`config.mk`:
```
export PLATFORM = sky130hd
export DESIGN_NAME = dmem_bridge
export DESIGN_NICKNAME = d
export VERILOG_FILES = /design/src/rtl/dmem_pkg.sv /design/src/rtl/dmem_align.sv /design/src/rtl/dmem_bridge.sv
export SDC_FILE = /design/constraint.sdc
export NUM_CORES = 1
export LEC_CHECK = 0
export ABC_AREA = 1
export ABC_CLOCK_PERIOD_IN_PS = 2100
export BUFFER_PORTS_ARGS = -buffer_cell sky130_fd_sc_hd__buf_2
export CAP_MARGIN = 20
export CORE_MARGIN = 4
export CORE_UTILIZATION = 48
export CTS_CLUSTER_SIZE = 40
export DETAILED_ROUTE_END_ITERATION = 10
export PLACE_DENSITY = 0.81
export SLEW_MARGIN = 20
export SYNTH_ARGS = -nofsm -noshare
export SYNTH_HDL_FRONTEND = slang
export SYNTH_SLANG_ARGS = --single-unit
```
`constraint.sdc`:
```
create_clock -name clk -period 2.1 [get_ports clk]
set_input_delay 0.105 -clock clk [delete_from_list [all_inputs] [get_ports clk]]
set_output_delay 0.105 -clock clk [all_outputs]
set_load 0.05 [all_outputs]
```
`src/rtl/dmem_pkg.sv`:
```
// dmem_pkg: shared definitions for the data-memory bridge.
//   - SZ_BYTE / SZ_HALF / SZ_WORD: sizeM encodings (2'b11 is treated as word).
//   - dmem_state_e: bridge FSM states. StDrain is only reachable when DMEM_WBUF_EN is defined.
//   - TIMEOUT_W(): number of bits needed to hold a timeout count up to the given value.
package dmem_pkg;

    localparam logic [1:0] SZ_BYTE = 2'b00;
    localparam logic [1:0] SZ_HALF = 2'b01;
    localparam logic [1:0] SZ_WORD = 2'b10;

    typedef enum logic [1:0] {
        StIdle,
        StReq,
        StDone,
        StDrain
    } dmem_state_e;

    // Minimum width (at least 1) able to represent the value t.
    function automatic int unsigned TIMEOUT_W(input int unsigned t);
        int unsigned w;
        w = 1;
        for (int i = 1; i < 32; i++) begin
            if ((t >> i) != 0) begin
                w = i + 1;
            end
        end
        return w;
    endfunction

endpackage

```
`src/rtl/dmem_align.sv`:
```
// dmem_align: combinational access-size decode for the data-memory bridge.
// Ports:
//   i_size     access size (SZ_BYTE / SZ_HALF / SZ_WORD, 2'b11 acts as word)
//   i_addr_lo  byte address bits [1:0]
//   i_wdata    right-aligned store data
//   o_be       little-endian byte enables
//   o_wdata    store data replicated across all byte lanes
//   o_misalign half on an odd address or word on a non-word address
module dmem_align
    import dmem_pkg::*;
(
    input  logic [1:0]  i_size,
    input  logic [1:0]  i_addr_lo,
    input  logic [31:0] i_wdata,
    output logic [3:0]  o_be,
    output logic [31:0] o_wdata,
    output logic        o_misalign
);

    always_comb begin
        o_be       = 4'b1111;
        o_wdata    = i_wdata;
        o_misalign = 1'b0;
        case (i_size)
            SZ_BYTE: begin
                o_be    = 4'b0001 << i_addr_lo;
                o_wdata = {4{i_wdata[7:0]}};
            end
            SZ_HALF: begin
                o_be       = i_addr_lo[1] ? 4'b1100 : 4'b0011;
                o_wdata    = {2{i_wdata[15:0]}};
                o_misalign = i_addr_lo[0];
            end
            default: begin
                o_misalign = (i_addr_lo != 2'b00);
            end
        endcase
    end

endmodule

```
`src/rtl/dmem_bridge.sv`:
```
// dmem_bridge: bridge from the MIPS M stage to a variable-latency req/ack data bus.
// Loads and (by default) stores run IDLE -> REQ -> DONE; the pipeline is held with stallM
// until the bus acknowledges or the request times out.
// Optional feature macro: DMEM_WBUF_EN adds a one-entry posted-write buffer (StDrain).
// Parameters:
//   BUS_TIMEOUT  cycles to wait for bus_ack before aborting; 0 disables the timeout
// Ports:
//   clk, rst                 clock, asynchronous active-low reset
//   memreadM, memwriteM      load / store request from the M stage
//   sizeM, aluoutM           access size and byte address
//   writedataM               right-aligned store data
//   readdataM                raw aligned bus word of the last completed load
//   stallM, alignerrM        combinational hold / misalignment flag
//   buserrM                  one-cycle pulse after a bus timeout
//   bus_req, bus_we, bus_addr, bus_be, bus_wdata   registered bus request
//   bus_ack, bus_rdata       bus completion and read data
module dmem_bridge
    import dmem_pkg::*;
#(
    parameter int unsigned BUS_TIMEOUT = 255
) (
    input  logic        clk,
    input  logic        rst,
    input  logic        memreadM,
    input  logic        memwriteM,
    input  logic [1:0]  sizeM,
    input  logic [31:0] aluoutM,
    input  logic [31:0] writedataM,
    output logic [31:0] readdataM,
    output logic        stallM,
    output logic        alignerrM,
    output logic        buserrM,
    output logic        bus_req,
    output logic        bus_we,
    output logic [31:0] bus_addr,
    output logic [3:0]  bus_be,
    output logic [31:0] bus_wdata,
    input  logic        bus_ack,
    input  logic [31:0] bus_rdata
);

    localparam int unsigned CntW = TIMEOUT_W(BUS_TIMEOUT);

    dmem_state_e     r_state;
    logic [CntW-1:0] r_cnt;
    logic [31:0]     r_rdata;
    logic            r_buserr;
    logic            r_req;
    logic            r_we;
    logic [31:0]     r_addr;
    logic [3:0]      r_be;
    logic [31:0]     r_wdata;

    logic            w_access;
    logic            w_misalign;
    logic            w_start;
    logic            w_timeout;
    logic            w_posted;
    logic [3:0]      w_be;
    logic [31:0]     w_wdata;

    dmem_align u_align (
        .i_size     (sizeM),
        .i_addr_lo  (aluoutM[1:0]),
        .i_wdata    (writedataM),
        .o_be       (w_be),
        .o_wdata    (w_wdata),
        .o_misalign (w_misalign)
    );

    assign w_access = memreadM | memwriteM;
    assign w_start  = (r_state == StIdle) && w_access && !w_misalign;

`ifdef DMEM_WBUF_EN
    // A store entering from IDLE retires immediately; the buffer is empty whenever we are in IDLE.
    assign w_posted = memwriteM;
`else
    assign w_posted = 1'b0;
`endif

    // Fires on the cycle whose count would reach BUS_TIMEOUT; a simultaneous ack takes priority.
    assign w_timeout = (BUS_TIMEOUT != 32'd0) && !bus_ack &&
                       ((32'(r_cnt) + 32'd1) == BUS_TIMEOUT);

    always_comb begin
        stallM = 1'b0;
        case (r_state)
            StIdle:  stallM = w_start && !w_posted;
            StReq:   stallM = 1'b1;
            StDone:  stallM = 1'b0;
            StDrain: stallM = w_access;
            default: stallM = 1'b0;
        endcase
    end

    assign alignerrM = (r_state == StIdle) && w_access && w_misalign;

    always_ff @(posedge clk or negedge rst) begin
        if (!rst) begin
            r_state  <= StIdle;
            r_cnt    <= '0;
            r_rdata  <= '0;
            r_buserr <= 1'b0;
            r_req    <= 1'b0;
            r_we     <= 1'b0;
            r_addr   <= '0;
            r_be     <= '0;
            r_wdata  <= '0;
        end else begin
            r_buserr <= 1'b0;
            case (r_state)
                StIdle: begin
                    if (w_start) begin
                        r_addr  <= {aluoutM[31:2], 2'b00};
                        r_we    <= memwriteM;
                        r_be    <= w_be;
                        r_wdata <= w_wdata;
                        r_req   <= 1'b1;
                        r_cnt   <= '0;
                        r_state <= w_posted ? StDrain : StReq;
                    end
                end
                // A drain uses the same handshake as a request but returns straight to IDLE.
                StReq, StDrain: begin
                    if (bus_ack) begin
                        r_req <= 1'b0;
                        if (r_state == StReq) begin
                            r_rdata <= bus_rdata;
                            r_state <= StDone;
                        end else begin
                            r_state <= StIdle;
                        end
                    end else if (w_timeout) begin
                        r_req    <= 1'b0;
                        r_buserr <= 1'b1;
                        if (r_state == StReq) begin
                            r_rdata <= '0;
                            r_state <= StDone;
                        end else begin
                            r_state <= StIdle;
                        end
                    end else begin
                        r_cnt <= r_cnt + CntW'(1);
                    end
                end
                StDone: begin
                    r_state <= StIdle;
                end
                default: begin
                    r_state <= StIdle;
                end
            endcase
        end
    end

    assign readdataM = r_rdata;
    assign buserrM   = r_buserr;
    assign bus_req   = r_req;
    assign bus_we    = r_we;
    assign bus_addr  = r_addr;
    assign bus_be    = r_be;
    assign bus_wdata = r_wdata;

endmodule

```
==> impl_metrics.json <==
{
  "initial_core_util_pct": 49.10,
  "ant_nets": 0,
  "peakVddDrop_mv": 0.9521,
  "start_kind": "register",
  "grt_use_total_pct": 25.30,
  "place_hpwl_mm": 9.241,
  "hold_violations": 0,
  "r2r_cells": 12,
  "antenna_found_initial": 0,
  "stdcell_count": 985,
  "slew_viol_final": 0,
  "layout_commonest_cell": "nand2_1",
  "fin_nets": 952,
  "postLayoutCoreUtil_pct": 70.61,
  "cts-root-buf": "clkbuf_8",
  "layout_common_cells": "nand2_1 (258), buf_2 (204), dfrtp_1 (111), dlygate4sd3_1 (78), nand3_1 (47)",
  "cp-end-kind": "output pin",
  "r2r-start": "r_cnt[0]",
  "use_met3_pct": 7.642,
  "ios": 208,
  "hold_slack_ns": 0.01723,
  "yosysWarnings": 0,
  "htreeDepth": 3,
  "syn_inst": 574,
  "met2_usage_pct": 41.21,
  "core-area_mm2": 0.009774,
  "cp-startpoint": "r_state[0]",
  "numCtsBuffers": 9,
  "outcome": "finished, final reports clean",
  "fmax_mhz": 539.8,
  "crit_type": "reg2out",
  "die_area_mm2": 0.01166,
  "nFillCells": 694,
  "syn_to_final_growth_pct": 43.80,
  "grt_pass1_vias": 4985,
  "synth.cell_area_mm2": 0.004800,
  "synth_top_area_share_pct": 57.87,
  "clk_path_buf_depth": 2,
  "synth_cell_types": 26,
  "tightest_slew_ns": 0.6071,
  "setup_slack_ns": 0.2475,
  "power.density_mw_per_mm2": 1633,
  "grt-busiest-layer": "met2",
  "overflow": 0,
  "syn_avg_cell_area_um2": 8.362,
  "slew-limit-headroom_pct": 59.53,
  "cp_max_fo": 9,
  "drt_iter0_markers": 410,
  "clock-sinks": 111,
  "skew_ns": 0.007899,
  "maxCapViolCount": 0,
  "fin_tns_setup_ns": 0,
  "finalInstanceArea_mm2": 0.006902,
  "worstPathArrival_ns": 1.75,
  "die_y_um": 108.0,
  "min_path_type": "in2reg",
  "ys_top_cells_by_area": "dfrtp_1 (58%), nand2_1 (20%), nand3_1 (4.9%), nor2_1 (2.7%), a31oi_1 (2.1%)",
  "num_vias": 4993,
  "drt-wirelength-per-cell_um": 14.86,
  "grt_start_max_net_pins": 51,
  "dr.pass1.iters": 6,
  "wirelength_mm": 14.64,
  "dp.cells": 890,
  "yosys.area.top_type": "dfrtp_1",
  "finalPower_mw": 11.27,
  "rsz0062_at_grt": "no",
  "use_met1_pct": 30.88,
  "required_ns": 2.00,
  "seq_area_frac_synth_pct": 57.87,
  "rows": 36,
  "cts_tree": "done",
  "clk_pin_slew_ns": 0.09,
  "timing.rr.end": "readdataM[1]",
  "clk_latency_ns": 0.37,
  "gp_congestion": 0.8206,
  "setup_viol": 0,
  "crit_end": "stallM",
  "r2r_slack_ns": 0.26,
  "route.detailed.drc": 0,
  "p_leak_nw": 3.751,
  "port_buffers": 205,
  "pre_cts_slack_ns": 0.1953,
  "vias_per_cell": 5.069,
  "postPlaceCellArea_mm2": 0.005928,
  "synth_seq_cells": 111,
  "grt_pass1_wl_mm": 23.45,
  "dieWidth_um": 108.0,
  "fin_crit_sh_pct": 88.21,
  "period_minus_slack_ns": 1.852,
  "drive_gt1_share_pct": 28.67
}
-- worst min-delay path by stage --
stage	from	endpoint	slack [ns]	cells after the start
2_1_floorplan	rst	bus_addr[10]	-0.19	0
3_3_place_gp	rst	bus_addr[19]	0.12	1
3_5_place_dp	rst	bus_addr[25]	0.12	1
4_1_cts	writedataM[14]	bus_wdata[14]	0.005	3
5_1_grt	writedataM[9]	bus_wdata[9]	0.001	3
6_report	writedataM[23]	bus_wdata[23]	0.02	3
-- repair_timing --
item	in CTS	in global routing
hold endpoints to repair	117	0
setup endpoints to repair	0	42
gates resized for setup	0	4
setup buffers	0	1
hold buffers	78	0
-- registers in the layout (all words and copies together), names as in the netlist --
name and count:
bus_be 4, bus_we 1, r_state 2, bus_wdata 32, readdataM 32, r_cnt 8
buserrM 1, bus_addr 30, bus_req 1
-- synth_stat cells (all sizes together) --
cell    number
buf         15
nand4        2
dfrtp      111
a41oi        4
nor2        38
ha           2
nand2      265
a31oi       16
conb         1
clkbuf      16
inv         21
nor3         2
o21ai       17
nor4         1
o21bai       4
a21oi       11
nand3       48
-- cell families (layout without fill, tap and decap cells) --
kind of cell / Yosys count / after routing / synth area share, %
simple gates: 356 / 356 / 30.19
flops: 111 / 111 / 57.87
compound gates: 52 / 52 / 6.361
buf+inv: 52 / 328 / 4.979
fa+ha+maj: 2 / 2 / 0.5213
other cells: 1 / 3 / 0.07813
-- power breakdown --
group | internal (mW) | total (mW) | switching, mW
Combinational | 1.44 | 6.48 | 5.03
Sequential | 3.08 | 3.66 | 0.575
Clock | 0.453 | 1.14 | 0.683
-- routing by layer --
layer	routed length (µm)	share of wire [%]
met4	607	4.1
met3	1390	9.5
met2	6893	47
met1	5750	39
met5	0	0
-- final cells by class --
class / instances / area [µm²] / area share, %
Sequential cell: 111 / 2778 / 40.25
Timing Repair Buffer: 292 / 1902 / 27.56
Multi-Input combinational cell: 412 / 1810 / 26.23
Tap cell: 133 / 166.4 / 2.411
Clock buffer: 11 / 141.4 / 2.049
Inverter: 21 / 78.83 / 1.142
Clock inverter: 4 / 22.52 / 0.3263
Antenna cell: 1 / 2.502 / 0.03626
-- worst max-delay path: stages (launching register included) --
cell     delay (ns)
dfrtp_1        0.45
nor3_1         0.24
nand2_2        0.13
buf_4          0.20
o21ai_0        0.07
buf_2          0.29
No activity file was read; power rests on OpenSTA's default activity.
